==> config.mk <==
export PLATFORM = sky130hd
export DESIGN_NAME = adder_serial_sequencer
export DESIGN_NICKNAME = d
export VERILOG_FILES = /design/src/rtl/adder_serial_sequencer.sv
export SDC_FILE = /design/constraint.sdc
export NUM_CORES = 1
export LEC_CHECK = 0
export ABC_AREA = 0
export CORE_UTILIZATION = 35
export DETAILED_ROUTE_END_ITERATION = 6
export GPL_TIMING_DRIVEN = 1
export PLACE_DENSITY = 0.61
export SYNTH_ARGS = -nofsm -noshare
export SYNTH_HDL_FRONTEND = slang
export SYNTH_SLANG_ARGS = --single-unit
export TNS_END_PERCENT = 30
==> constraint.sdc <==
create_clock -name clk -period 3.55 [get_ports clk]
set_input_delay 0.355 -clock clk [delete_from_list [all_inputs] [get_ports clk]]
set_output_delay 0.355 -clock clk [all_outputs]
set_load 0.1 [all_outputs]
==> src/rtl/adder_serial_sequencer.sv <==
// Bit-serial adder sequencer: streams WIDTH-bit operand pairs LSB-first through an
// external 1-bit full adder, carrying between bits in a local register.
module adder_serial_sequencer #(
  parameter int WIDTH = 8,
  parameter int CNT_W = $clog2(WIDTH)
) (
  input  logic             clk,
  input  logic             reset,
  input  logic             in_valid,
  output logic             in_ready,
  input  logic [WIDTH-1:0] in_a,
  input  logic [WIDTH-1:0] in_b,
  input  logic             in_cin,
  output logic             out_valid,
  input  logic             out_ready,
  output logic [WIDTH-1:0] out_sum,
  output logic             out_cout,
  output logic             busy,
  output logic             adder_a,
  output logic             adder_b,
  output logic             adder_cin,
  input  logic             adder_sumout,
  input  logic             adder_cout
);

  typedef enum logic [1:0] {
    IDLE = 2'd0,
    RUN  = 2'd1,
    DONE = 2'd2
  } state_t;

  localparam logic [CNT_W-1:0] LAST_BIT = CNT_W'(WIDTH - 1);

  state_t           state_q, state_d;
  logic [WIDTH-1:0] a_sr_q, a_sr_d;
  logic [WIDTH-1:0] b_sr_q, b_sr_d;
  logic [WIDTH-1:0] sum_sr_q, sum_sr_d;
  logic             carry_q, carry_d;
  logic [CNT_W-1:0] cnt_q, cnt_d;

  always_ff @(posedge clk or posedge reset) begin
    if (reset) begin
      state_q  <= IDLE;
      a_sr_q   <= '0;
      b_sr_q   <= '0;
      sum_sr_q <= '0;
      carry_q  <= 1'b0;
      cnt_q    <= '0;
    end else begin
      state_q  <= state_d;
      a_sr_q   <= a_sr_d;
      b_sr_q   <= b_sr_d;
      sum_sr_q <= sum_sr_d;
      carry_q  <= carry_d;
      cnt_q    <= cnt_d;
    end
  end

  always_comb begin
    state_d  = state_q;
    a_sr_d   = a_sr_q;
    b_sr_d   = b_sr_q;
    sum_sr_d = sum_sr_q;
    carry_d  = carry_q;
    cnt_d    = cnt_q;
    case (state_q)
      IDLE: begin
        if (in_valid) begin
          a_sr_d  = in_a;
          b_sr_d  = in_b;
          carry_d = in_cin;
          cnt_d   = '0;
          state_d = RUN;
        end
      end
      RUN: begin
        // Sum bits enter at the MSB so that after WIDTH shifts bit 0 lands at the LSB.
        a_sr_d   = a_sr_q >> 1;
        b_sr_d   = b_sr_q >> 1;
        sum_sr_d = {adder_sumout, sum_sr_q[WIDTH-1:1]};
        carry_d  = adder_cout;
        cnt_d    = cnt_q + CNT_W'(1);
        if (cnt_q == LAST_BIT) begin
          state_d = DONE;
        end
      end
      DONE: begin
        if (out_ready) begin
          state_d = IDLE;
        end
      end
      default: state_d = IDLE;
    endcase
  end

  assign in_ready  = (state_q == IDLE);
  assign busy      = (state_q == RUN);
  assign out_valid = (state_q == DONE);
  assign out_sum   = out_valid ? sum_sr_q : '0;
  assign out_cout  = out_valid & carry_q;

  // Adder inputs come only from state and registers, keeping the adder loop registered.
  assign adder_a   = busy & a_sr_q[0];
  assign adder_b   = busy & b_sr_q[0];
  assign adder_cin = busy & carry_q;

endmodule

# Yosys cells after proc, flatten, opt, wreduce, memory -nomap -nowiden
# Index checks and enable logic that the tools add are counted.
[word_totals] rom_bits=0 mem_bits_rw=0 n_memories=0 reg_bits=30 latch_bits=0 input_bits=23 word_cells=34 out_inout_bits=15
[op_classes] n_eq_ne=6 bitwise=4 shifts=0 n_reduce_logical=4 muxes=13 div_mod_pow=0 n_addsub=1 order_cmp=0 mul=0
[op_table] op="case mux 8 bit (2 select lines)" count=2
[op_table] op="two-way mux 8 bit" count=3
[op_table] op="two-way mux 2 bit" count=3
[op_table] op="case mux 2 bit (3 select lines)" count=1
[op_table] op="case mux 3 bit (2 select lines)" count=1
[op_table] op="AND 1 bit" count=4
[op_table] op="inequality test 2 x 1 -> 1 bit, second input constant" count=2
[op_table] op="adder 3 x 1 -> 3 bit, second input constant" count=1
[op_table] op="== test 3 bit, second input constant" count=1
[op_table] op="two-way mux 3 bit" count=1
[op_table] op="AND reduction 3 bit" count=1
[op_table] op="== test 2 x 1 -> 1 bit, second input constant" count=1
[op_table] op="== test 2 bit, second input constant" count=1
[op_table] op="zero test 2 bit" count=1
[op_table] op="inequality test 2 bit, second input constant" count=1
[op_table] op="case mux 1 bit (2 select lines)" count=1
[op_table] op="AND reduction 2 bit" count=1
[op_table] op="nonzero test 2 bit" count=1
[op_table] op="two-way mux 1 bit" count=1

# Depth between registers and ports, before layout
[logic_depth] ltp_word=3 mapped_depth=4 ltp_nobuf=4

# Worst setup path after synthesis
# Ideal clock, no wire load.
[synth_timing] path_type="flip-flop to output port" start="reg state_q[0]" end="out out_cout" slack_ns=0.804 t_arrival_ns=2.391 stages_incl_launch_ff=4 n_path_buf=1 required_time_ns=3.195 cell_sequence="dfrtp_1 > nor2b_1 > clkbuf_1 > and2_1"
[synth_via] elab_chain_len=2
[synth_rtl] element="start: declaration" line="34" source="state_t state_q, state_d;"
[synth_rtl] element="start signal: assignment" line="50" source="state_q <= state_d;"
[synth_rtl] element="== test 2 bit" line="98" source="assign out_valid = (state_q == DONE);"
[synth_rtl] element="net out_valid" line="14" source="output logic out_valid,"
[synth_rtl] element="AND 1 bit" line="100" source="assign out_cout = out_valid & carry_q;"
[synth_rtl] element="end: declaration" line="17" source="output logic out_cout,"
# The timed path passes the listed nets, and every way through them passes these cells.

# Worst setup path in the final report
[layout_timing] start="reg state_q[1]" end="out out_sum[6]"
[layout_via] elab_chain_len=2
[layout_rtl] element="== test 2 bit" line="98"
[layout_rtl] element="two-way mux 8 bit" line="99" source="assign out_sum = out_valid ? sum_sr_q : '0;"
[layout_rtl] element="end: declaration" line="16" source="output logic [WIDTH-1:0] out_sum,"
# No other way between the ends.

==> reports/qor.yml <==
layout:
  design_area_um2: 2050
  final_nets: 199
  drive_gt1_frac: 0.266
  area_delta_synth_final_pct: 26.7
  antennaDiodeCount: 0
timing:
  fmax_ghz: 0.370
  fin_worst_skew_ps: 3.33
  setup_violations: 0
  finalSetupTns_ps: 0
  hold_viol_final: 0
  whs_ps: 496
  relSlewSlack: 0.244
  tightest_slew_ps: 1130
  fin_crit_ps: 2710
  slew_viol_final: 0
  fin_crit_sh: 0.762
  rsz0062_at_grt: "no"
detailed_routing:
  wl_met1_um: 1410
  avgRoutedWirePerCell_um: 13.7
  routed_wl_um: 3080
  vias: 1150
  viasPerCell: 5.11
  wl_met3_um: 191
  drt_iter0_drc: 40
  route.detailed.drc: 0
  first_pass_iters: 4
  final_antenna_net_count: 0
  met2WireLength_um: 1430
  top_layer_used: "met4"
setup_path:
  r2r-end: "carry_q"
  r2r_slack_ps: 1310
  r2r_cells: 3
  cp_max_fo: 31
  critPathCaptureType: "primary output"
  cp.arrival_ps: 2350
  worstPathCellList: "nor2b_1 > and2_1 > buf_4"
  critical_path_class: "flip-flop to primary output"
  crit_required_ps: 3190
  worstReg2RegStart: "state_q[1]"
  start_kind: "flip-flop"
  critPathMaxStageDelay_ps: 1050
  crit_slowest_cell: "dfrtp_1"
place:
  postPlaceCellArea_um2: 1970
  dp_hpwl_um: 2050
  portBuffers: 37
  gp_congestion: 0.731
grt:
  grt_start_max_net_pins: 32
  grt_pass1_vias: 1135
  overflow: 0
  grt_pass1_wl_um: 5370
  antenna_found_initial: 0
  track_usage: 0.139
synth:
  synth_edf_count: 0
  synth_top_cell_area_share: 0.463
  synth_fp_nets: 164
  avgSynthCellArea_um2: 11.7
  synth_top_cell_by_area: "dfrtp_1"
  syn_area_um2: 1620
  ys_ff_latch: 30
  synthDistinctLibCells: 26
  synth_cells: 139
  synth.most_common_cell: "dfrtp_1"
  yosysWarnings: 0
  synthArstFlopShare: 1.00
  synth_area_leaders: "dfrtp_1 (46%), nor4b_2 (7.4%), nor3b_1 (6.5%)"
  yosys-top-cells-count: "dfrtp_1 (30), inv_1 (18), nor3b_1 (14)"
  yosysSeqAreaShare: 0.463
  synthFlopType: "dfrtp_1"
worst_hold_path:
  holdPathStages: 1
  worst_hold_startpoint: "sum_sr_q[4]"
  hold-path-endpoint: "sum_sr_q[3]"
  worstHoldPathType: "flip-flop to flip-flop"
cts:
  numCtsBuffers: 5
  path_clk_slew_ps: 60
  cts_tree: "done"
  ctsResizeCount: 0
  h-tree-depth: 2
  cts_hold_buf: 0
  insertion_delay_ps: 270
  clkSinkCount: 30
  cts_setup_buffers: 0
  clk_path_buf_depth: 2
  root_buffer: "clkbuf_8"
floorplanning:
  die_h_um: 70.1
  die_w_um: 70.1
  die_area_um2: 4910
  core_um2: 4410
  rows: 24
  start_util: 0.367
  ios: 38
power:
  ir_worst_vdd_v: 0.000418
  power.density_nw_per_um2: 887
  p_leak_nw: 0.892
run_status:
  status: "finished, final reports clean"
flow_run:
  maxCapViolCount: 0
-- worst max-delay path by stage --
stage               startpoint          to
global route        state_q[1]  out_sum[0]
detailed placement  state_q[1]  out_sum[6]
CTS                 state_q[1]  out_sum[6]
floorplan           state_q[0]    out_cout
finish              state_q[1]  out_sum[6]
global placement    state_q[1]    out_cout
-- cell usage in the layout, fill, tap and decap left out, drive strengths merged --
| cell type | Yosys | layout |
|---|---|---|
| inv | 19 | 19 |
| dfrtp | 30 | 30 |
| nor2 | 4 | 4 |
| a32o | 2 | 2 |
| a22o | 3 | 3 |
| clkdlybuf4s50 | 0 | 22 |
| nor2b | 4 | 4 |
| clkbuf | 2 | 6 |
| buf | 9 | 17 |
| mux2 | 9 | 9 |
| ha | 2 | 2 |
| nand2b | 3 | 3 |
| o21bai | 1 | 1 |
| a21oi | 1 | 1 |
| nor3b | 14 | 14 |
| nor4b | 12 | 12 |
| a211oi | 12 | 12 |
| and2 | 9 | 9 |
| a221oi | 2 | 2 |
| a222oi | 1 | 1 |
-- metrics by stage --
step	util	cells	setup WS, ps	power, mW
after floorplan	-	139	804	1.39
after global placement	0.447	219	1180	1.54
after detailed placement	0.447	219	1090	1.57
after CTS	0.465	225	802	1.84
after global routing	0.465	225	623	1.96
final	0.465	225	844	1.82
-- state kept, by name, indices dropped and copies added (netlist names) --
signal / count
a_sr_q: 8
b_sr_q: 8
sum_sr_q: 8
cnt_q: 3
state_q: 2
carry_q: 1
-- power by group --
part	leakage (nW)	switching [mW]	total, mW	internal [mW]
logic	0.496	0.614	0.950	0.335
registers	0.353	0.104	0.611	0.507
clock network	0.0431	0.112	0.261	0.149
total	0.892	0.830	1.82	0.992
-- per-layer routing --
| metal | vias up | global-route usage |
|---|---|---|
| met4 | 0 | 0.0400 |
| met3 | 6 | 0.0505 |
| met1 | 545 | 0.180 |
| met2 | 41 | 0.217 |
| met5 | - | 0 |
| li1 | 558 | - |
-- layout make-up --
cell class                      instances  area [µm²]
Fill cell                             399        2360
Sequential cell                        30         751
Multi-Input combinational cell         79         737
Timing Repair Buffer                   39         348
Clock buffer                            6        82.6
Inverter                               19        71.3
Tap cell                               52        65.1
-- worst max-delay path, delay by kind of cell, from the launching register on --
family,cells,cell delay (ps)
buffers and inverters,1,280
flip-flops,1,1050
AND/OR/NAND/NOR,2,740
-- cell families after synthesis --
group | count (synthesis) | synth area share
DFF | 30 | 0.463
adders and majority gates | 2 | 0.0154
muxes | 9 | 0.0625
and+or+nand+nor | 46 | 0.233
buffers and inverters | 30 | 0.0849
AOI/OAI and AO/OA | 22 | 0.141
Power figures use the tool's default switching activity.
